### src/rtl/core_sequencer_pkg.sv
// Shared types and constants for the multi-cycle core sequencer.
package core_sequencer_pkg;

    // Sequencer phases; FETCH..WB form the busy window.
    typedef enum logic [2:0] {
        IDLE   = 3'd0,
        FETCH  = 3'd1,
        DECODE = 3'd2,
        EXEC   = 3'd3,
        MEM    = 3'd4,
        WB     = 3'd5,
        DONE   = 3'd6
    } state_t;

    // Opcode field values of the 9-bit instruction word.
    localparam logic [2:0] OP_ADD   = 3'b000;
    localparam logic [2:0] OP_ROR   = 3'b001;
    localparam logic [2:0] OP_NAND  = 3'b010;
    localparam logic [2:0] OP_LOAD  = 3'b011;
    localparam logic [2:0] OP_STORE = 3'b100;
    localparam logic [2:0] OP_MOV   = 3'b101;
    localparam logic [2:0] OP_BNE   = 3'b110;
    localparam logic [2:0] OP_SET   = 3'b111;

    // Instruction word that ends a program.
    localparam logic [8:0] HALT_WORD_DEF = 9'h1FF;

endpackage

### src/rtl/core_sequencer_if.sv
// Bundle of ROM, decoder and datapath signals around the sequencer.
interface core_sequencer_if #(
    parameter int PC_W    = 10,
    parameter int INSTR_W = 9,
    parameter int CNT_W   = 16
);
    logic               start;
    logic [INSTR_W-1:0] instr_in;
    logic               ctl_branch;
    logic               ctl_memwrite;
    logic               ctl_memtoreg;
    logic               ctl_regwrite;
    logic               alu_zero;
    logic [PC_W-1:0]    br_target;
    logic [PC_W-1:0]    prog_ctr;
    logic [INSTR_W-1:0] instr_q;
    logic               reg_we;
    logic               mem_we;
    logic               busy;
    logic               done;
    logic [CNT_W-1:0]   cycle_cnt;

    // Environment side: ROM, decoder, datapath and the launching agent.
    modport master (
        output start, instr_in, ctl_branch, ctl_memwrite, ctl_memtoreg,
               ctl_regwrite, alu_zero, br_target,
        input  prog_ctr, instr_q, reg_we, mem_we, busy, done, cycle_cnt
    );

    // Sequencer side.
    modport slave (
        input  start, instr_in, ctl_branch, ctl_memwrite, ctl_memtoreg,
               ctl_regwrite, alu_zero, br_target,
        output prog_ctr, instr_q, reg_we, mem_we, busy, done, cycle_cnt
    );
endinterface

### src/rtl/core_sequencer_prog_counter.sv
// Program counter with clear/load/increment controls and a last-address flag.
module core_sequencer_prog_counter #(
    parameter int PC_W = 10
) (
    input  logic            clk,
    input  logic            srst,
    input  logic            i_clear,
    input  logic            i_load,
    input  logic            i_inc,
    input  logic [PC_W-1:0] i_load_val,
    output logic [PC_W-1:0] o_pc,
    output logic            o_at_end
);
    logic [PC_W-1:0] r_pc;

    // Clear beats load beats increment; otherwise the PC holds.
    always_ff @(posedge clk) begin
        if (srst) begin
            r_pc <= '0;
        end else if (i_clear) begin
            r_pc <= '0;
        end else if (i_load) begin
            r_pc <= i_load_val;
        end else if (i_inc) begin
            r_pc <= r_pc + 1'b1;
        end
    end

    assign o_pc     = r_pc;
    assign o_at_end = (r_pc == {PC_W{1'b1}});
endmodule

### src/rtl/core_sequencer.sv
// Fetch/decode/execute sequencer: owns the PC and instruction register,
// turns decoder write enables into one-cycle strobes, counts busy cycles.
module core_sequencer
    import core_sequencer_pkg::*;
#(
    parameter int                 PC_W      = 10,
    parameter int                 INSTR_W   = 9,
    parameter int                 OP_W      = 3,
    parameter logic [INSTR_W-1:0] HALT_WORD = HALT_WORD_DEF,
    parameter int                 CNT_W     = 16
) (
    input  logic            clk,
    input  logic            reset,
    core_sequencer_if.slave bus
);
    // The opcode is taken from the top OP_W bits, so it must fit in the word.
    if (OP_W > INSTR_W) begin : g_bad_op_w
        $error("OP_W must not exceed INSTR_W");
    end

    state_t             r_state;
    state_t             w_state_next;
    logic [INSTR_W-1:0] r_instr;
    logic [CNT_W-1:0]   r_cycle_cnt;
    logic [PC_W-1:0]    w_pc;
    logic               w_pc_at_end;
    logic               w_launch;
    logic               w_pc_load;
    logic               w_pc_inc;
    logic               w_taken;
    logic               w_busy;

    core_sequencer_prog_counter #(.PC_W(PC_W)) u_prog_counter (
        .clk        (clk),
        .srst       (reset),
        .i_clear    (w_launch),
        .i_load     (w_pc_load),
        .i_inc      (w_pc_inc),
        .i_load_val (bus.br_target),
        .o_pc       (w_pc),
        .o_at_end   (w_pc_at_end)
    );

    // BNE semantics: branch taken when the compared values differ.
    assign w_taken = bus.ctl_branch & ~bus.alu_zero;

    // State register.
    always_ff @(posedge clk) begin
        if (reset) begin
            r_state <= IDLE;
        end else begin
            r_state <= w_state_next;
        end
    end

    // Next-state and PC control; start is only honoured while idle or done.
    always_comb begin
        w_state_next = r_state;
        w_launch     = 1'b0;
        w_pc_load    = 1'b0;
        w_pc_inc     = 1'b0;
        case (r_state)
            IDLE, DONE: begin
                if (bus.start) begin
                    w_state_next = FETCH;
                    w_launch     = 1'b1;
                end
            end
            FETCH:  w_state_next = DECODE;
            DECODE: w_state_next = (r_instr == HALT_WORD) ? DONE : EXEC;
            EXEC:   w_state_next = (bus.ctl_memwrite | bus.ctl_memtoreg) ? MEM : WB;
            MEM:    w_state_next = WB;
            WB: begin
                if (w_taken) begin
                    w_pc_load    = 1'b1;
                    w_state_next = FETCH;
                end else if (w_pc_at_end) begin
                    // No wrap past the last ROM address: the program is over.
                    w_state_next = DONE;
                end else begin
                    w_pc_inc     = 1'b1;
                    w_state_next = FETCH;
                end
            end
            default: w_state_next = IDLE;
        endcase
    end

    // Instruction register captures the ROM word during FETCH.
    always_ff @(posedge clk) begin
        if (reset) begin
            r_instr <= '0;
        end else if (r_state == FETCH) begin
            r_instr <= bus.instr_in;
        end
    end

    // Busy-cycle counter: cleared on launch, saturates at all-ones.
    always_ff @(posedge clk) begin
        if (reset) begin
            r_cycle_cnt <= '0;
        end else if (w_launch) begin
            r_cycle_cnt <= '0;
        end else if (w_busy && (r_cycle_cnt != {CNT_W{1'b1}})) begin
            r_cycle_cnt <= r_cycle_cnt + 1'b1;
        end
    end

    assign w_busy        = (r_state == FETCH) || (r_state == DECODE) ||
                           (r_state == EXEC)  || (r_state == MEM)    ||
                           (r_state == WB);
    assign bus.busy      = w_busy;
    assign bus.done      = (r_state == DONE);
    assign bus.mem_we    = (r_state == MEM) & bus.ctl_memwrite;
    assign bus.reg_we    = (r_state == WB)  & bus.ctl_regwrite;
    assign bus.prog_ctr  = w_pc;
    assign bus.instr_q   = r_instr;
    assign bus.cycle_cnt = r_cycle_cnt;
endmodule
### src/flat_wrapper.sv
// flat-port wrapper written by rule: the top's interface ports become plain ports
module core_sequencer_flat import core_sequencer_pkg::*;
#(
    parameter int                 PC_W      = 10,
    parameter int                 INSTR_W   = 9,
    parameter int                 OP_W      = 3,
    parameter logic [INSTR_W-1:0] HALT_WORD = HALT_WORD_DEF,
    parameter int                 CNT_W     = 16
)
  (clk, reset, bus_start, bus_instr_in, bus_ctl_branch, bus_ctl_memwrite, bus_ctl_memtoreg, bus_ctl_regwrite, bus_alu_zero, bus_br_target, bus_prog_ctr, bus_instr_q, bus_reg_we, bus_mem_we, bus_busy, bus_done, bus_cycle_cnt);
  core_sequencer_if #(.PC_W(PC_W), .INSTR_W(INSTR_W), .CNT_W(CNT_W)) bus_i ();
  input  logic clk;
  input  logic reset;
  input wire logic [$bits(bus_i.start)-1:0] bus_start;
  input wire logic [$bits(bus_i.instr_in)-1:0] bus_instr_in;
  input wire logic [$bits(bus_i.ctl_branch)-1:0] bus_ctl_branch;
  input wire logic [$bits(bus_i.ctl_memwrite)-1:0] bus_ctl_memwrite;
  input wire logic [$bits(bus_i.ctl_memtoreg)-1:0] bus_ctl_memtoreg;
  input wire logic [$bits(bus_i.ctl_regwrite)-1:0] bus_ctl_regwrite;
  input wire logic [$bits(bus_i.alu_zero)-1:0] bus_alu_zero;
  input wire logic [$bits(bus_i.br_target)-1:0] bus_br_target;
  output wire logic [$bits(bus_i.prog_ctr)-1:0] bus_prog_ctr;
  output wire logic [$bits(bus_i.instr_q)-1:0] bus_instr_q;
  output wire logic [$bits(bus_i.reg_we)-1:0] bus_reg_we;
  output wire logic [$bits(bus_i.mem_we)-1:0] bus_mem_we;
  output wire logic [$bits(bus_i.busy)-1:0] bus_busy;
  output wire logic [$bits(bus_i.done)-1:0] bus_done;
  output wire logic [$bits(bus_i.cycle_cnt)-1:0] bus_cycle_cnt;
  assign bus_i.start = bus_start;
  assign bus_i.instr_in = bus_instr_in;
  assign bus_i.ctl_branch = bus_ctl_branch;
  assign bus_i.ctl_memwrite = bus_ctl_memwrite;
  assign bus_i.ctl_memtoreg = bus_ctl_memtoreg;
  assign bus_i.ctl_regwrite = bus_ctl_regwrite;
  assign bus_i.alu_zero = bus_alu_zero;
  assign bus_i.br_target = bus_br_target;
  assign bus_prog_ctr = bus_i.prog_ctr;
  assign bus_instr_q = bus_i.instr_q;
  assign bus_reg_we = bus_i.reg_we;
  assign bus_mem_we = bus_i.mem_we;
  assign bus_busy = bus_i.busy;
  assign bus_done = bus_i.done;
  assign bus_cycle_cnt = bus_i.cycle_cnt;
  core_sequencer #(.PC_W(PC_W), .INSTR_W(INSTR_W), .OP_W(OP_W), .HALT_WORD(HALT_WORD), .CNT_W(CNT_W)) u_core (.clk(clk), .reset(reset), .bus(bus_i));
endmodule
### config.mk
export PLATFORM = sky130hd
export DESIGN_NAME = core_sequencer_flat
export DESIGN_NICKNAME = d
export VERILOG_FILES = /design/src/rtl/core_sequencer_pkg.sv /design/src/rtl/core_sequencer_if.sv /design/src/rtl/core_sequencer_prog_counter.sv /design/src/rtl/core_sequencer.sv /design/src/flat_wrapper.sv
export SDC_FILE = /design/constraint.sdc
export NUM_CORES = 1
export LEC_CHECK = 0
export ABC_AREA = 1
export CAP_MARGIN = 20
export CORE_MARGIN = 4
export CORE_UTILIZATION = 43
export DETAILED_ROUTE_END_ITERATION = 7
export PLACE_DENSITY = 0.77
export SLEW_MARGIN = 15
export SYNTH_ARGS = -nofsm -noshare
export SYNTH_HDL_FRONTEND = slang
export SYNTH_HIERARCHICAL = 1
export SYNTH_SLANG_ARGS = --single-unit
export TNS_END_PERCENT = 50
### constraint.sdc
create_clock -name clk -period 1.74 [get_ports clk]
set_input_delay 0.261 -clock clk [delete_from_list [all_inputs] [get_ports clk]]
set_output_delay 0.261 -clock clk [all_outputs]
set_load 0.1 [all_outputs]
==> out/results.txt <==
RSZ-0062 raised after global routing: no
Post-synth EDFFs: 0
Critical Path Start Type: register
Reg2Reg Depth: 9
final hold slack: 0.4984 ns
cell area after layout: 3636 sq um
Max Root-Sink Buffers: 2
worst hold stages: 2
Post-synth top cells: 94 x nand2_1, 43 x inv_1, 38 x dfxtp_1, 30 x nor2_1, 21 x a21oi_1
largest area contributor in the synthesized netlist: dfxtp_1
First-pass DRT Iterations: 4
drt total wl: 5.668 mm
antenna violations before repair: 0
WL per Instance: 11.69 um
final std cells w/o fill: 485
most frequent cell after synthesis: nand2_1
Die Ht: 80.17 um
share of layout cells above drive strength 1: 29.88%
FF-to-FF Start: u_core/u_prog_counter/o_pc[1]$_SDFFE_PP0P_
ys flop type: dfxtp_1
total chip power: 2.181 mW
DPL Wire Length: 4.427 mm
FF-to-FF setup slack: 0.13 ns
maximum clock frequency: 620.0 MHz
Critical Path End Type: register
TNS Setup: 0 ns
worst vdd ir: 0.0006708 V
Worst Max-Slew Pin Slew: 0.3103 ns
Setup Viol. Count Final: 0
Slew Viols, Final: 0
post-synthesis sequential area ratio: 33.97%
cell count after synthesis: 334
post-synthesis register bit count: 38
largest net degree at the start of global routing: 20
final hold vios: 0
Core Region: 5075 sq um
synth unique cells: 28
synth warn: 6
Max FO, Critical Path: 4
Setup CP Type: reg2reg
hold worst-path end: u_core/bus.instr_q[4]$_SDFFE_PP0P_
total grt overflow: 0
Post-synth ARST share: 0%
Final WS setup: 0.1272 ns
Port-buffer cells: 65
DRT iter0 DRCs: 113
DIE AREA: 6427 sq um
Synthesized Nets: 363
GRT Total Usage: 18.75%
number of global-route vias before repair: 2,270
gpl congestion: 0.8769
clk_lat worst skew: 0.29 ns
# DRC: 0
Worst-path clk slew: 0.07 ns
status: completed
mapped cell area: 2240 sq um
Rows: 26
Max Cap Viol: 0
ranking of synthesized cells by area: dfxtp_1 34%, nand2_1 16%, inv_1 7.2%, nor2_1 5.0%, a21oi_1 4.7%
post-detailed-placement cell area: 3496 sq um
pre-CTS WS: 0.04436 ns
Final Net Count: 443
pwr dens: 600.0 nW/um^2
I/O pins: 66
CTS tree: yes
Post-Route Skew: 0.009419 ns
Post-CTS Hold Buffers: 0
n_diodes: 0
crit share post-route: 92.69%
vias per cell: 4.942
TritonCTS buffer count: 5
Synth top area share: 33.97%
Post-Place Cells: 472
clock sink count: 38
Mean Syn Cell Area: 6.706 sq um
hold_sp: u_core/bus.instr_q[4]$_SDFFE_PP0P_
RR Endpoint: u_core/u_prog_counter/o_pc[8]$_SDFFE_PP0P_
Util after Layout: 71.65%
Clock Tree Root: clkbuf_8
first-pass GRT wire length: 9.777 mm
via count: 2,397
Initial Util: 44.13%
Final ANT Viol Nets: 0
Rel. slew slack: 79.28%
CP arrival: 1.84 ns
die width: 80.17 um
Final min period: 1.613 ns
Min-Delay Path Class: reg2reg
Leak: 1.430 nW
Crit path required time: 1.96 ns
maximum level of the CTS H-tree: 2
area delta synth->final: 62.35%
power breakdown:
| group | leakage [nW] | switching [mW] | total [mW] | internal, mW |
|---|---|---|---|---|
| Sequential | 0.325 | 0.0454 | 0.936 | 0.890 |
| Clock | 0.0395 | 0.304 | 0.589 | 0.285 |
| Combinational | 1.07 | 0.408 | 0.657 | 0.248 |
| Total | 1.43 | 0.758 | 2.18 | 1.42 |
cell usage in the layout (no fill, tap or decap), drive strengths merged:
| cell | n |
|---|---|
| nor2 | 41 |
| buf | 53 |
| a21boi | 1 |
| nand2 | 97 |
| nand3 | 20 |
| o21ai | 20 |
| dfxtp | 38 |
| clkbuf | 8 |
| clkdlybuf4s50 | 26 |
| a22oi | 7 |
| nand4 | 7 |
| nor3 | 7 |
| o21bai | 1 |
| inv | 47 |
| a21oi | 31 |
| ha | 2 |
| xnor2 | 3 |
| xor2 | 6 |
how the worst max path moves through the flow:
stage	start	to	slack, ns	depth (start not counted)
global route	u_core/bus.cycle_cnt[0]$_SDFFE_PP0P_	u_core/bus.cycle_cnt[6]$_SDFFE_PP0P_	0.02	8
floorplan	u_core/u_prog_counter/o_pc[0]$_SDFFE_PP0P_	u_core/u_prog_counter/o_pc[1]$_SDFFE_PP0P_	-0.05	11
CTS	u_core/u_prog_counter/o_pc[0]$_SDFFE_PP0P_	u_core/u_prog_counter/o_pc[4]$_SDFFE_PP0P_	0.03	9
detailed placement	u_core/u_prog_counter/o_pc[1]$_SDFFE_PP0P_	u_core/u_prog_counter/o_pc[4]$_SDFFE_PP0P_	0.04	9
global placement	u_core/u_prog_counter/o_pc[1]$_SDFFE_PP0P_	u_core/u_prog_counter/o_pc[1]$_SDFFE_PP0P_	0.1	11
finish	u_core/u_prog_counter/o_pc[1]$_SDFFE_PP0P_	u_core/u_prog_counter/o_pc[8]$_SDFFE_PP0P_	0.13	9
timing repair:
item | CTS | global route
setup endpoints to repair | 1 | 15
gates cloned | 0 | 1
pin swaps | 0 | 4
buffers inserted | 0 | 4
gates resized for setup | 1 | 6
cell families after synthesis:
group | share of synthesized area, %
adder cells (fa/ha/maj) | 1.117
XOR/XNOR | 3.520
AND/OR/NAND/NOR | 33.97
flip-flops | 33.97
AO/OA/AOI/OAI | 17.10
buffers and inverters | 10.33
state kept, by name (all words and copies together) (netlist names):
name and cells:
u_core/bus.instr_q 9, u_core/r_state 3, u_core/u_prog_counter/o_pc 10, u_core/bus.cycle_cnt 16
metal layers:
layer | vias up | wire [um] | part of all wire [%] | track usage (%)
met5 | - | 0 | 0 | 0
met4 | 0 | 65 | 1.1 | 6.588
met3 | 9 | 360 | 6.4 | 4.484
met2 | 82 | 2825 | 50 | 32.86
met1 | 1066 | 2417 | 43 | 22.12
li1 | 1240 | - | - | -
worst max-delay path, stage by stage, from the launching register on:
cell and delay (ns):
dfxtp_4 0.38, ha_4 0.15, nand2_4 0.06, nor2_4 0.13
nand4_1 0.13, nor2_2 0.20, nor2_4 0.08, nor2_2 0.17
a22oi_1 0.11, a21oi_1 0.13
cell type report:
type | instances | area, sq um
Tap cell | 70 | 87.58
Inverter | 47 | 178.9
Timing Repair Buffer | 79 | 1150
Sequential cell | 38 | 820.8
Multi-Input combinational cell | 243 | 1319
Clock buffer | 8 | 80.08
Fill cell | 399 | 1439
(Power assumes the default switching activity.)
==> edit, RTL diff (same settings) <==
The 7 states of `state_t` get a Gray code encoding in 3 bits.
--- a/src/rtl/core_sequencer_pkg.sv
+++ b/src/rtl/core_sequencer_pkg.sv
@@ -4,11 +4,11 @@
     // Sequencer phases; FETCH..WB form the busy window.
     typedef enum logic [2:0] {
-        IDLE   = 3'd0,
-        FETCH  = 3'd1,
-        DECODE = 3'd2,
-        EXEC   = 3'd3,
-        MEM    = 3'd4,
-        WB     = 3'd5,
-        DONE   = 3'd6
+        IDLE   = 3'b000,
+        FETCH  = 3'b001,
+        DECODE = 3'b011,
+        EXEC   = 3'b010,
+        MEM    = 3'b110,
+        WB     = 3'b111,
+        DONE   = 3'b101
     } state_t;
 
Check against the original RTL: no difference found for any inputs over 10 cycles, from zero or initial values and one cycle with reset high; not proved beyond that.
==> edit against the original RTL <==
Final cell count down 1.2%. Combinational power up 64%. Synthesized area down 2.8%. Via count up 2.3%. First-iteration DRC count up 3.5%. Setup slack worse by 0.067 ns. Power up 29%. Sequential cell count unchanged. Clock skew down 0.0016 ns. Cell area down 1.3%. Wire length up 14%. Non-clock buffer count down 1. Synthesized cell count down 0.30%. Critical path depth up 3. Critical path type unchanged. Largest cell class unchanged. Largest power group is now combinational logic. Highest routed layer unchanged.
==> edit: results (changes against the original RTL) <==
Setup path
  • Slowest library cell on the worst path: sky130_fd_sc_hd__dfxtp_4
  • Critical path endpoint: u_core/u_prog_counter/o_pc[0]
  • Slowest cell delay on critical path: 0.36 ns (-0.02 ns)
  • Classification of the worst setup path: register to register
  • Worst Reg-to-Reg Cells: 12 (+3)
  • Reg2reg setup slack: 0.06 ns (-0.07 ns)
  • Highest fanout seen on the critical path: 5 (+1)
  • Worst path arrival time: 1.92 ns (+0.08 ns)

Power and ir drop
  • Standby leakage power: 1.393 nW (-2.5%)
  • Sequential power: 1.02 mW (+9%)
  • Worst VDD drop: 0.7029 mV (+4.8%)
  • Psw: 1.103 mW (+46%)
  • Portion of total power attributed to combinational logic: 0.385 (+0.084)

CTS
  • Maximum number of buffers from clock root to sink: 2 (unchanged)

Synth
  • Sequential share of the synthesized area: 0.3496 (+0.009961)
  • Synth unique cells: 29 (+3.6%)
  • Share of the synthesized area in compound gates (AO/OA/AOI/OAI): 0.1443 (-0.02661)
  • Top cells by area in the synthesized netlist: sky130_fd_sc_hd__dfxtp_1, sky130_fd_sc_hd__nand2_1, sky130_fd_sc_hd__nor2_1, sky130_fd_sc_hd__inv_1, sky130_fd_sc_hd__a21oi_1
  • Total nets after synthesis: 362 (-0.28%)
  • Area share of fa/ha/maj cells after synthesis: 0.01150 (+0.0003277)
  • Mux share of post-synthesis cell area: 0 (unchanged)
  • Xor-xnor portion of the synthesized cell area: 0.03220 (-0.002993)
  • Leading post-synthesis cells by instance count: sky130_fd_sc_hd__nand2_1, sky130_fd_sc_hd__nor2_1, sky130_fd_sc_hd__dfxtp_1, sky130_fd_sc_hd__inv_1
  • Ys async rst share: 0 (unchanged)

Layout
  • Final cell utilization of the core: 0.7449 (+0.02847)
  • Count of filler cells inserted in the layout: 388 (-2.8%)
  • Number of nets in the layout: 440 (-0.68%)
  • Share of post-route cells with drive strength above 1: 0.2913 (-0.007533)

Place
  • Placed wire-length estimate after detailed placement: 4945 µm (+12%)
  • Pre-CTS setup slack: 0.003564 ns (-0.04079 ns)
  • RD Place Congestion: 0.8989 (+2.5%)
  • DP Area: 3405 µm² (-2.6%)
  • I/O Buffers: 65 (unchanged)

Global routing
  • Antenna violations before repair: 0 (unchanged)
  • Global-route wire length before repair: 10660 µm (+9.0%)
  • Vias in the first global route: 2403 (+5.9%)
  • Largest net degree at the start of global routing: 14 (-30%)
  • Total track usage: 0.2115 (+0.02404)

Route
  • Post-DR vias/cell: 5.117 (+3.5%)
  • Final WL: 6466 µm (+14%)
  • Number of violations reported at the end of detailed-routing iteration 0: 117 (+3.5%)

STA
  • Clock Skews: 0.007822 ns (-0.001597 ns)
  • Setup WS post-layout: 0.06036 ns (-0.06685 ns)
  • Tightest slew margin relative to the limit: 0.7981 (+0.005287)

Worst hold path
  • Hold depth: 2 (unchanged)
  • Launch point of the worst hold path: u_core/bus.instr_q[8]
  • Worst Hold Endpoint: u_core/bus.instr_q[8]

Status
  • Run status: complete, no violations
## edit: cell count changes in the layout (fill, tap and decap cells not counted), sizes merged
cell and delta:
a21boi -1, a31oi +1, buf -1, clkinv +1, inv -10, nand2 +2
nand3 +7, nand4 +2, nor2 +6, nor3 -1, o211ai +1, o21ai -9
xor2 -1
## edit: critical path, delay by kind of cell, from the launching register on
kind,cells,cell delay [ns]
compound gates,1,0.05
flops,1,0.36
simple gates,8,0.84
buf+inv,2,0.23
fa+ha+maj,1,0.15
## edit: cell type report
| type | instances | share of cell area |
|---|---|---|
| inverter | 38 | 0.03975 |
| timing repair buffer | 78 | 0.3208 |
| sequential | 38 | 0.2245 |
| tap | 67 | 0.02336 |
| multi-input combinational | 250 | 0.3609 |
| clock buffer | 8 | 0.03068 |
## edit: what timing repair did
item | 4_1_cts | 5_1_grt
setup endpoints to repair | 2 | 13
pin swaps | 1 | 13
hold endpoints to repair | 0 | 0
setup buffers | 0 | 1
gates resized for setup | 0 | 15
cloned | 1 | 0
## edit: metrics by stage
stage	hold WS [ns]	power, mW	std cells
2_1_floorplan	0.4234	1.697	333
3_5_place_dp	0.5069	2.107	469
6_report	0.5151	2.813	479
4_1_cts	0.5168	2.823	478
5_1_grt	0.5386	2.924	479
3_3_place_gp	0.4938	2.085	469
## edit: kinds of logic after synthesis
| group | after synthesis |
|---|---|
| and+or+nand+nor | 187 |
| AOI/OAI and AO/OA | 52 |
| adders and majority gates | 2 |
| xor gates and xnor gates | 8 |
| DFF | 38 |
| buffers and inverters | 46 |
## edit: per-layer routing
layer / GRT usage / up-vias / wire, µm
met5: 0 / - / 0
met4: 0.08763 / 0 / 119
met3: 0.03401 / 10 / 383
met2: 0.3771 / 77 / 3245
met1: 0.2500 / 1126 / 2718
li1: - / 1238 / -
